## config.mk

```make
export PLATFORM = sky130hd
export DESIGN_NAME = skinny_sbox8_dom1_serial_ctrl
export DESIGN_NICKNAME = d
export VERILOG_FILES = /design/src/rtl/skinny_sbox8_dom1_serial_ctrl_pkg.sv /design/src/rtl/skinny_sbox8_dom1_serial_ctrl_shreg.sv /design/src/rtl/skinny_sbox8_dom1_serial_ctrl.sv
export SDC_FILE = /design/constraint.sdc
export NUM_CORES = 1
export LEC_CHECK = 0
export BUFFER_PORTS_ARGS = -buffer_cell sky130_fd_sc_hd__buf_4
export CAP_MARGIN = 10
export CORE_MARGIN = 1.5
export CORE_UTILIZATION = 40
export DETAILED_ROUTE_END_ITERATION = 8
export PLACE_DENSITY = 0.65
export SYNTH_ARGS = -nofsm -noshare
export SYNTH_HDL_FRONTEND = slang
export SYNTH_SLANG_ARGS = --single-unit
```

## constraint.sdc

```tcl
create_clock -name clk -period 2 [get_ports clk]
set_clock_uncertainty 0.2 [all_clocks]
set_input_delay 0.4 -clock clk [delete_from_list [all_inputs] [get_ports clk]]
set_output_delay 0.4 -clock clk [all_outputs]
set_load 0.05 [all_outputs]
```

## src/rtl/skinny_sbox8_dom1_serial_ctrl_pkg.sv

```systemverilog
// ---------------------------------------------------------------------------
// skinny_sbox8_dom1_serial_ctrl_pkg
//   Shared constants and FSM encoding for the serial SubCells sequencer that
//   drives one 2-share (DOM order 1) SKINNY 8-bit sbox.
//   Contents:
//     SKINNY_NBYTES   bytes per state share
//     SBOX8_DOM1_RW   randomness bits consumed per sbox evaluation
//     SBOX8_DOM1_LAT  edges from byte issue to capture of the sbox output
//     IDLE/FETCH/HOLD/DRAIN/DONE  state encodings, wrapped in fsm_state_e
// ---------------------------------------------------------------------------
package skinny_sbox8_dom1_serial_ctrl_pkg;

  localparam int SKINNY_NBYTES  = 16;
  localparam int SBOX8_DOM1_RW  = 25;
  localparam int SBOX8_DOM1_LAT = 2;

  localparam logic [2:0] IDLE  = 3'd0;
  localparam logic [2:0] FETCH = 3'd1;
  localparam logic [2:0] HOLD  = 3'd2;
  localparam logic [2:0] DRAIN = 3'd3;
  localparam logic [2:0] DONE  = 3'd4;

  typedef enum logic [2:0] {
    ST_IDLE  = IDLE,
    ST_FETCH = FETCH,
    ST_HOLD  = HOLD,
    ST_DRAIN = DRAIN,
    ST_DONE  = DONE
  } fsm_state_e;

endpackage

```

## src/rtl/skinny_sbox8_dom1_serial_ctrl_shreg.sv

```systemverilog
// ---------------------------------------------------------------------------
// skinny_share_shreg
//   One state share held as a byte-rotating shift register. A load replaces
//   the whole share; a shift drops the low byte and inserts a new byte at the
//   top, so after NBYTES shifts byte k of the input has been replaced by the
//   k-th inserted byte in the same position.
//   Ports:
//     clk     clock
//     rst_n   synchronous active-low reset (clears the register)
//     load_i  load data_i (has priority over shift_i)
//     data_i  full share to load
//     shift_i shift right by one byte, byte_i enters at the top
//     byte_i  byte inserted on shift
//     q_o     current register contents
// ---------------------------------------------------------------------------
module skinny_share_shreg
  import skinny_sbox8_dom1_serial_ctrl_pkg::*;
#(
  parameter int NBYTES = SKINNY_NBYTES
) (
  input  logic                  clk,
  input  logic                  rst_n,
  input  logic                  load_i,
  input  logic [8*NBYTES-1:0]   data_i,
  input  logic                  shift_i,
  input  logic [7:0]            byte_i,
  output logic [8*NBYTES-1:0]   q_o
);

  localparam int W = 8 * NBYTES;

  logic [W-1:0] q_q;

  always_ff @(posedge clk) begin
    if (!rst_n) begin
      q_q <= '0;
    end else if (load_i) begin
      q_q <= data_i;
    end else if (shift_i) begin
      q_q <= {byte_i, q_q[W-1:8]};
    end
  end

  assign q_o = q_q;

endmodule

```

## src/rtl/skinny_sbox8_dom1_serial_ctrl.sv

```systemverilog
// ---------------------------------------------------------------------------
// skinny_sbox8_dom1_serial_ctrl
//   Serial SubCells sequencer for a 2-share SKINNY-128 state. Issues one
//   byte pair (plus a fresh randomness word) to an external masked sbox every
//   two cycles at best, keeps the sbox inputs frozen for the two-cycle
//   evaluation window, and shifts the sbox output shares back into the
//   rotating state. done pulses once all bytes have been substituted.
//   Ports:
//     clk, rst_n            clock, synchronous active-low reset
//     start                 1-cycle pulse, accepted only when idle
//     st0_i / st1_i         input state shares
//     rnd, rnd_valid        upstream randomness word and its valid flag
//     rnd_ready             word consumed this cycle
//     sb_si0/sb_si1/sb_r    registered sbox input shares and refresh mask
//     sb_bo0/sb_bo1         sbox output shares
//     st0_o / st1_o         substituted state shares, valid when done=1
//     busy                  operation in progress
//     done                  1-cycle completion pulse
// ---------------------------------------------------------------------------
module skinny_sbox8_dom1_serial_ctrl
  import skinny_sbox8_dom1_serial_ctrl_pkg::*;
#(
  parameter int NBYTES = SKINNY_NBYTES,
  parameter int RW     = SBOX8_DOM1_RW
) (
  input  logic                  clk,
  input  logic                  rst_n,
  input  logic                  start,
  input  logic [8*NBYTES-1:0]   st0_i,
  input  logic [8*NBYTES-1:0]   st1_i,
  input  logic [RW-1:0]         rnd,
  input  logic                  rnd_valid,
  output logic                  rnd_ready,
  output logic [7:0]            sb_si0,
  output logic [7:0]            sb_si1,
  output logic [RW-1:0]         sb_r,
  input  logic [7:0]            sb_bo0,
  input  logic [7:0]            sb_bo1,
  output logic [8*NBYTES-1:0]   st0_o,
  output logic [8*NBYTES-1:0]   st1_o,
  output logic                  busy,
  output logic                  done
);

  localparam int W   = 8 * NBYTES;
  localparam int CW  = (NBYTES > 1) ? $clog2(NBYTES) : 1;
  localparam int LAT = SBOX8_DOM1_LAT;
  localparam logic [CW-1:0] LAST_BYTE = CW'(NBYTES - 1);

  fsm_state_e            state_q;
  logic [CW-1:0]         cnt_q;
  logic [LAT-1:0]        cap_pipe_q;
  logic [1:0][7:0]       sb_si_q;
  logic [RW-1:0]         sb_r_q;
  logic [1:0][W-1:0]     st_o_q;
  logic                  busy_q;
  logic                  done_q;

  logic                  issue;
  logic                  capture;
  logic                  load;
  logic [1:0][W-1:0]     st_in;
  logic [1:0][7:0]       bo_in;
  logic [1:0][W-1:0]     sh_q;
  logic [1:0][7:0]       iss_byte;

  // The ready flag is the handshake itself: it is only raised when a word
  // is actually present and the FSM is waiting for one.
  assign rnd_ready = (state_q == ST_FETCH) && rnd_valid;
  assign issue     = rnd_ready;
  assign load      = (state_q == ST_IDLE) && start;

  // Capture is a free-running delayed copy of the issue pulse, so a stall
  // in FETCH never postpones the write-back of an already issued byte.
  assign capture   = cap_pipe_q[LAT-1];

  assign st_in = {st1_i, st0_i};
  assign bo_in = {sb_bo1, sb_bo0};

  genvar gi;
  generate
    for (gi = 0; gi < 2; gi++) begin : g_share
      skinny_share_shreg #(
        .NBYTES (NBYTES)
      ) u_shreg (
        .clk     (clk),
        .rst_n   (rst_n),
        .load_i  (load),
        .data_i  (st_in[gi]),
        .shift_i (capture),
        .byte_i  (bo_in[gi]),
        .q_o     (sh_q[gi])
      );

      // When the next issue coincides with the previous byte's capture the
      // register has not shifted yet, so the next byte still sits one slot up.
      assign iss_byte[gi] = capture ? sh_q[gi][15:8] : sh_q[gi][7:0];
    end
  endgenerate

  always_ff @(posedge clk) begin
    if (!rst_n) begin
      state_q    <= ST_IDLE;
      cnt_q      <= '0;
      cap_pipe_q <= '0;
      sb_si_q    <= '0;
      sb_r_q     <= '0;
      st_o_q     <= '0;
      busy_q     <= 1'b0;
      done_q     <= 1'b0;
    end else begin
      cap_pipe_q <= {cap_pipe_q[LAT-2:0], issue};
      done_q     <= 1'b0;
      case (state_q)
        ST_IDLE: begin
          if (start) begin
            cnt_q   <= '0;
            busy_q  <= 1'b1;
            state_q <= ST_FETCH;
          end
        end
        ST_FETCH: begin
          if (issue) begin
            sb_si_q <= iss_byte;
            sb_r_q  <= rnd;
            state_q <= ST_HOLD;
          end
        end
        ST_HOLD: begin
          if (cnt_q == LAST_BYTE) begin
            state_q <= ST_DRAIN;
          end else begin
            cnt_q   <= cnt_q + 1'b1;
            state_q <= ST_FETCH;
          end
        end
        ST_DRAIN: begin
          // The last byte's capture lands on the edge that leaves this state.
          state_q <= ST_DONE;
        end
        ST_DONE: begin
          st_o_q  <= sh_q;
          done_q  <= 1'b1;
          busy_q  <= 1'b0;
          state_q <= ST_IDLE;
        end
        default: begin
          state_q <= ST_IDLE;
        end
      endcase
    end
  end

  assign sb_si0 = sb_si_q[0];
  assign sb_si1 = sb_si_q[1];
  assign sb_r   = sb_r_q;
  assign st0_o  = st_o_q[0];
  assign st1_o  = st_o_q[1];
  assign busy   = busy_q;
  assign done   = done_q;

endmodule
```

Word-level counts from Yosys, hierarchy flattened --
Cells that the tools add are included.
Word-level totals: register bits after elaboration 564, output and inout bits 300, logic and storage cells 47
Operators by class: add/subtract/negate cells 1, eq/ne operators 8, mux-type cells 16, reductions and logical operators 10
Operators with widths (number):
- two-way mux 128 bit | 4
- two-way mux 8 bit | 2
- case mux 3 bit (4 select lines) | 1
- two-way mux 4 bit | 2
- case mux 4 bit (2 select lines) | 1
- == test 3 x 2 -> 1 bit (second input constant) | 2
- two-way mux 3 bit | 2
- inequality test 2 bit (second input constant) | 3
- AND reduction 2 bit | 3
- nonzero test 2 bit | 3
- adder 4 x 1 -> 4 bit (second input constant) | 1
- == test 4 bit (second input constant) | 1
- == test 3 x 1 -> 1 bit (second input constant) | 1
- == test 3 bit (second input constant) | 1
- logical NOT 3 bit | 1
- AND reduction 3 bit | 1
- logical AND 1 bit | 2
- two-way mux 1 bit | 2
- two-way mux 2 bit | 1
- case mux 1 bit (2 select lines) | 1

Longest topological paths before layout --
depth in word-level cells 4, depth in mapped cells 7, depth with buffers taken out 4

Modules after synthesis --
Synthesis repeated with hierarchy kept, for this count alone.
Unflattened totals: cells, all modules 2480, area total of the unflattened synthesis 24059.3 um^2
Modules (own cells, without submodules):
- skinny_share_shreg | instances 2, cells each 568, area an instance 6505.0 um^2, seq. area each 2562.5 um^2
- skinny_sbox8_dom1_serial_ctrl | instances 1, cells each 1344, area an instance 11049.3 um^2, seq. area each 6165.9 um^2

Worst setup path before layout --
No wires, ideal clock.
kind input to output, from input rnd_valid, to output rnd_ready, arrival 1.382 ns, path slack 0.018 ns, stages on the path 5, path buffers 3, cell sequence nand4bb_1 -> clkbuf_1 -> inv_2 -> clkbuf_1 -> buf_2
On the way: word-level cells in the longest chain between the ends 1
Ends and longest elaborated chain:
- start: declaration | RTL line skinny_sbox8_dom1_serial_ctrl.sv:32 | input logic rnd_valid,
- logical AND 1 bit | RTL line skinny_sbox8_dom1_serial_ctrl.sv:69 | assign rnd_ready = (state_q == ST_FETCH) && rnd_valid;
- end: declaration | RTL line skinny_sbox8_dom1_serial_ctrl.sv:33 | output logic rnd_ready,
No other way between the ends.

Worst setup path after layout --
from register state_q[2], to output rnd_ready
On the way: word-level cells in the longest chain between the ends 2
Ends and longest elaborated chain:
- start: declaration | RTL line skinny_sbox8_dom1_serial_ctrl.sv:50 | fsm_state_e state_q;
- start signal: assignment | RTL line skinny_sbox8_dom1_serial_ctrl.sv:103 | state_q <= ST_IDLE;
- start signal: assignment | RTL line skinny_sbox8_dom1_serial_ctrl.sv:119 | state_q <= ST_FETCH;
- start signal: assignment | RTL line skinny_sbox8_dom1_serial_ctrl.sv:126 | state_q <= ST_HOLD;
- == test 3 x 1 -> 1 bit | RTL line skinny_sbox8_dom1_serial_ctrl.sv:69
- logical AND 1 bit | RTL line skinny_sbox8_dom1_serial_ctrl.sv:69
No other way between the ends.

==> impl_summary.md <==
Run status
The flow ran to the end, but the final reports show violations. The checks that failed: setup timing.

Placement
Prior to clock tree synthesis, the placed netlist has a worst setup slack of -0.02552 ns. The weighted congestion at the end of routability-driven global placement is 0.8799. Buffers placed on the I/O ports in this run total 600. The post-detailed-placement half-perimeter wirelength is 55.77 mm. In this run the cell area measured after placement is 28750 µm².

Die
Once the floorplan was initialized, standard cells occupied 40.36% of the core. The I/O pin count is 601. The die is 243.8 µm tall. The standard-cell row count is 88. The width of the die is 243.8 µm. The total area inside the core boundary comes to 57480 µm². The total die area is 59440 µm².

STA
Based on the critical path, the design can be clocked at up to 0.4646 GHz. The number of hold violations in the final report came to 0. The final-report setup violation count is 1. Setup repair after global routing could not meet its margin everywhere.

The minimum clock period is 2.153 ns. The setup slack after layout is -0.1526 ns. The worst max-slew margin expressed relative to the limit is 63.76%. The number of slew-limit violations in the final report is 0.

The post-route clock period utilization is 107.6%. The transition at the pin with the smallest max-transition slack is 0.5435 ns. Setup total negative slack on the finished layout was measured at -0.1526 ns.

Clock network
Clock tree synthesis found a total of 564 sinks. The H-tree was split into 2 levels. The CTS tree is done.

The clock reaches the later pin of the worst-skew pair after 0.63 ns. Clock tree synthesis selected as its root buffer the cell clkbuf_16. The number of buffers inserted during clock tree synthesis is 60.

Clock-pin slew was measured on the worst setup and hold paths at 0.06 ns. The maximum root-to-sink buffer count is 3.

Synthesis
Of all cell types, the one taking the most synthesized area is dfxtp_1. Yosys mapped a number of flops with a built-in enable equal to 0. Counting flops and latches in the post-synthesis netlist gives 564. Dividing the synthesized area by the synthesized cell count gives 9.413 µm².

After synthesis, the most frequently instantiated cells are nand2_1 (583), dfxtp_1 (564), a21oi_1 (266). The most common cell in the synthesized netlist is nand2_1. Counting every instance in the synthesized netlist gives 2464. The fraction of registers with async set or reset after synthesis is 0%. The dominant synthesized flop cell is dfxtp_1.

Yosys attributes the largest share of cell area to dfxtp_1 (49%), a211oi_2 (13%), mux2i_1 (11%), nand2_1 (9.4%), a21oi_1 (5.7%). For this run, the number of Yosys warnings is 0. The post-synthesis sequential area ratio is 48.68%. The synthesized design devotes to its leading area cell type 48.68% of total area. The cell area that synthesis handed to floorplanning was 23190 µm². The number of different library cells used by synthesis comes to 36. Counting every net in the synthesized netlist gives 2766.

Global route
Entering global routing, the biggest net connects 96 pins. The leftover overflow at the end of global routing is 0. The total track usage is 25.63%. The initial antenna violation count was 7.

The via count of the first global-routing pass is 21130. The first global-routing pass estimated 120.5 mm of wire.

Final layout
The combined area of the multi-input logic cells is 10780 µm². The final design instance area without fill is 34010 µm². The layout has 4748 filler cells. The growth of design area from synthesis to finish is 46.61%. Summing all flip-flop and latch instances after layout gives 11300 µm². The share of cells above drive strength 1 is 31.53%. In the final design database the tool counted 3614 nets.

Worst setup path
The critical path goes through buf_6 -> nand4bb_4 -> inv_4 -> buf_12. The highest cell delay on the worst timing path is 0.33 ns. Of all nets on the critical path, the largest fanout is 2. The terminus of the critical flop-to-flop path is st0_o[127]. The number of cells on the worst reg-to-reg path is 6. The worst reg2reg path startpoint is state_q[1].

The worst endpoint required time is 1.40 ns. The type of the worst setup path is reg2out. STA classifies the critical path startpoint as a register. The setup check on the worst reg-to-reg path leaves a slack of 0.01 ns. STA classifies the critical path endpoint as a primary output. The cell with the largest stage delay on the worst path is dfxtp_2. The arrival time of the worst setup path is 1.55 ns.

Drt
The total via count in the routed design is 21260. The detail route stage leaves a number of antenna-violating nets equal to 0. The violation count after the first detailed-routing iteration is 1186.

The mean routed wirelength per cell is 19.45 µm. In the routed layout, each cell is associated on average with a via count of 5.146. The wire length reported by the detailed router is 80.33 mm.

Before antenna repair, the detailed router went through 7 iterations. The DRC violation count after routing is 0.

Min path
The critical hold path startpoint is g_share[1].u_shreg.q_o[2]. The min-delay analysis places its worst path in the category reg2reg. The worst hold path stage count is 2. The worst hold path terminates at st1_o[2].

Pwr
The worst-case IR drop observed on VDD is 0.0008090 V. The cell area power density is 800.1 nW/µm². Summed over all cells, the static leakage comes to 13.03 nW.

Flow run
The max-capacitance violation count is 0.
==> layout by cell type, fill, tap and decap left out, types with 13 or more instances in the layout <==
cell,synthesis,final
buf_4,2,649
nand2_1,583,583
dfxtp_1,564,562
dlygate4sd3_1,0,300
a21oi_1,266,266
nor2_1,257,257
mux2i_1,257,257
a211oi_2,249,249
clkbuf_16,0,63
buf_12,0,43
clkbuf_8,0,19
o211a_1,18,18
a21boi_0,18,18
clkbuf_1,104,13
==> timing repair <==
| action | 4_1_cts | 5_1_grt |
|---|---|---|
| hold endpoints to repair | 294 | 0 |
| gates resized for setup | 10 | 8 |
| setup endpoints to repair | 1 | 119 |
| buffers inserted | 4 | 5 |
| gates cloned | 0 | 2 |
| hold buffers | 300 | 0 |
| pin swaps | 1 | 2 |
==> worst max-delay path by stage <==
stage	startpoint	endpoint	slack, ns
finish	state_q[2]	rnd_ready	-0.15
global placement	start	g_share[0].u_shreg.q_o[28]	-0.002
CTS	state_q[2]	rnd_ready	-0.23
floorplan	rnd_valid	rnd_ready	0.02
detailed placement	start	g_share[0].u_shreg.q_o[18]	-0.03
global route	state_q[2]	rnd_ready	-0.23
==> flip-flops by register name, summed over array words and instances, names as in the netlist <==
| signal | count |
|---|---|
| busy | 1 |
| cap_pipe_q | 2 |
| cnt_q | 4 |
| done | 1 |
| g_share.u_shreg.q_o | 256 |
| sb_r | 25 |
| sb_si0 | 8 |
| sb_si1 | 8 |
| st0_o | 128 |
| st1_o | 128 |
| state_q | 3 |
==> where the power goes <==
part | internal (W) | switching, W
clock network | 0.00676 | 0.00467
registers | 0.0118 | 0.000488
logic | 0.00176 | 0.00175
==> kinds of logic (layout without fill, tap and decap cells) <==
logic type / after synthesis / after routing / synth area share (%)
multiplexers: 257 / 257 / 11.09
buffers and inverters: 219 / 1114 / 4.979
flip-flops: 564 / 564 / 48.68
adder cells (fa/ha/maj): 1 / 1 / 0.05393
AND/OR/NAND/NOR: 859 / 859 / 14.22
other: 0 / 6 / 0
AO/OA/AOI/OAI: 564 / 564 / 20.97
==> worst max-delay path, delay by kind of cell, from the launching register on <==
kind          cells  cell delay, ns
buf+inv           3            0.35
simple gates      1            0.26
flops             1            0.33
==> area by class of cell <==
type	instances	share of cell area (%)
Antenna cell	6	0.04415
Inverter	2	0.05151
Sequential cell	564	33.22
Clock inverter	15	0.5409
Clock buffer	94	5.475
Multi-Input combinational cell	1681	31.69
Timing Repair Buffer	1003	26.16
Tap cell	765	2.815
==> metrics by stage <==
step           power (W)  utilization [%]  hold WS (ns)  cells
2_1_floorplan    0.01425                -        0.2119   2464
3_3_place_gp     0.01541            50.03        0.2179   3704
3_5_place_dp     0.01549            50.03        0.2219   3704
4_1_cts          0.02743            58.94        0.2381   4117
5_1_grt          0.02815            59.17        0.2521   4130
6_report         0.02721            59.17        0.2285   4130
==> metal layers <==
layer | wire [µm] | GRT usage, % | share of wire [%]
met5 | 10 | 0 | 0.012
met4 | 4483 | 13.91 | 5.6
met3 | 4814 | 5.100 | 6.0
met2 | 38650 | 43.45 | 48
met1 | 32370 | 30.39 | 40
No activity file was read; power rests on OpenSTA's default activity.
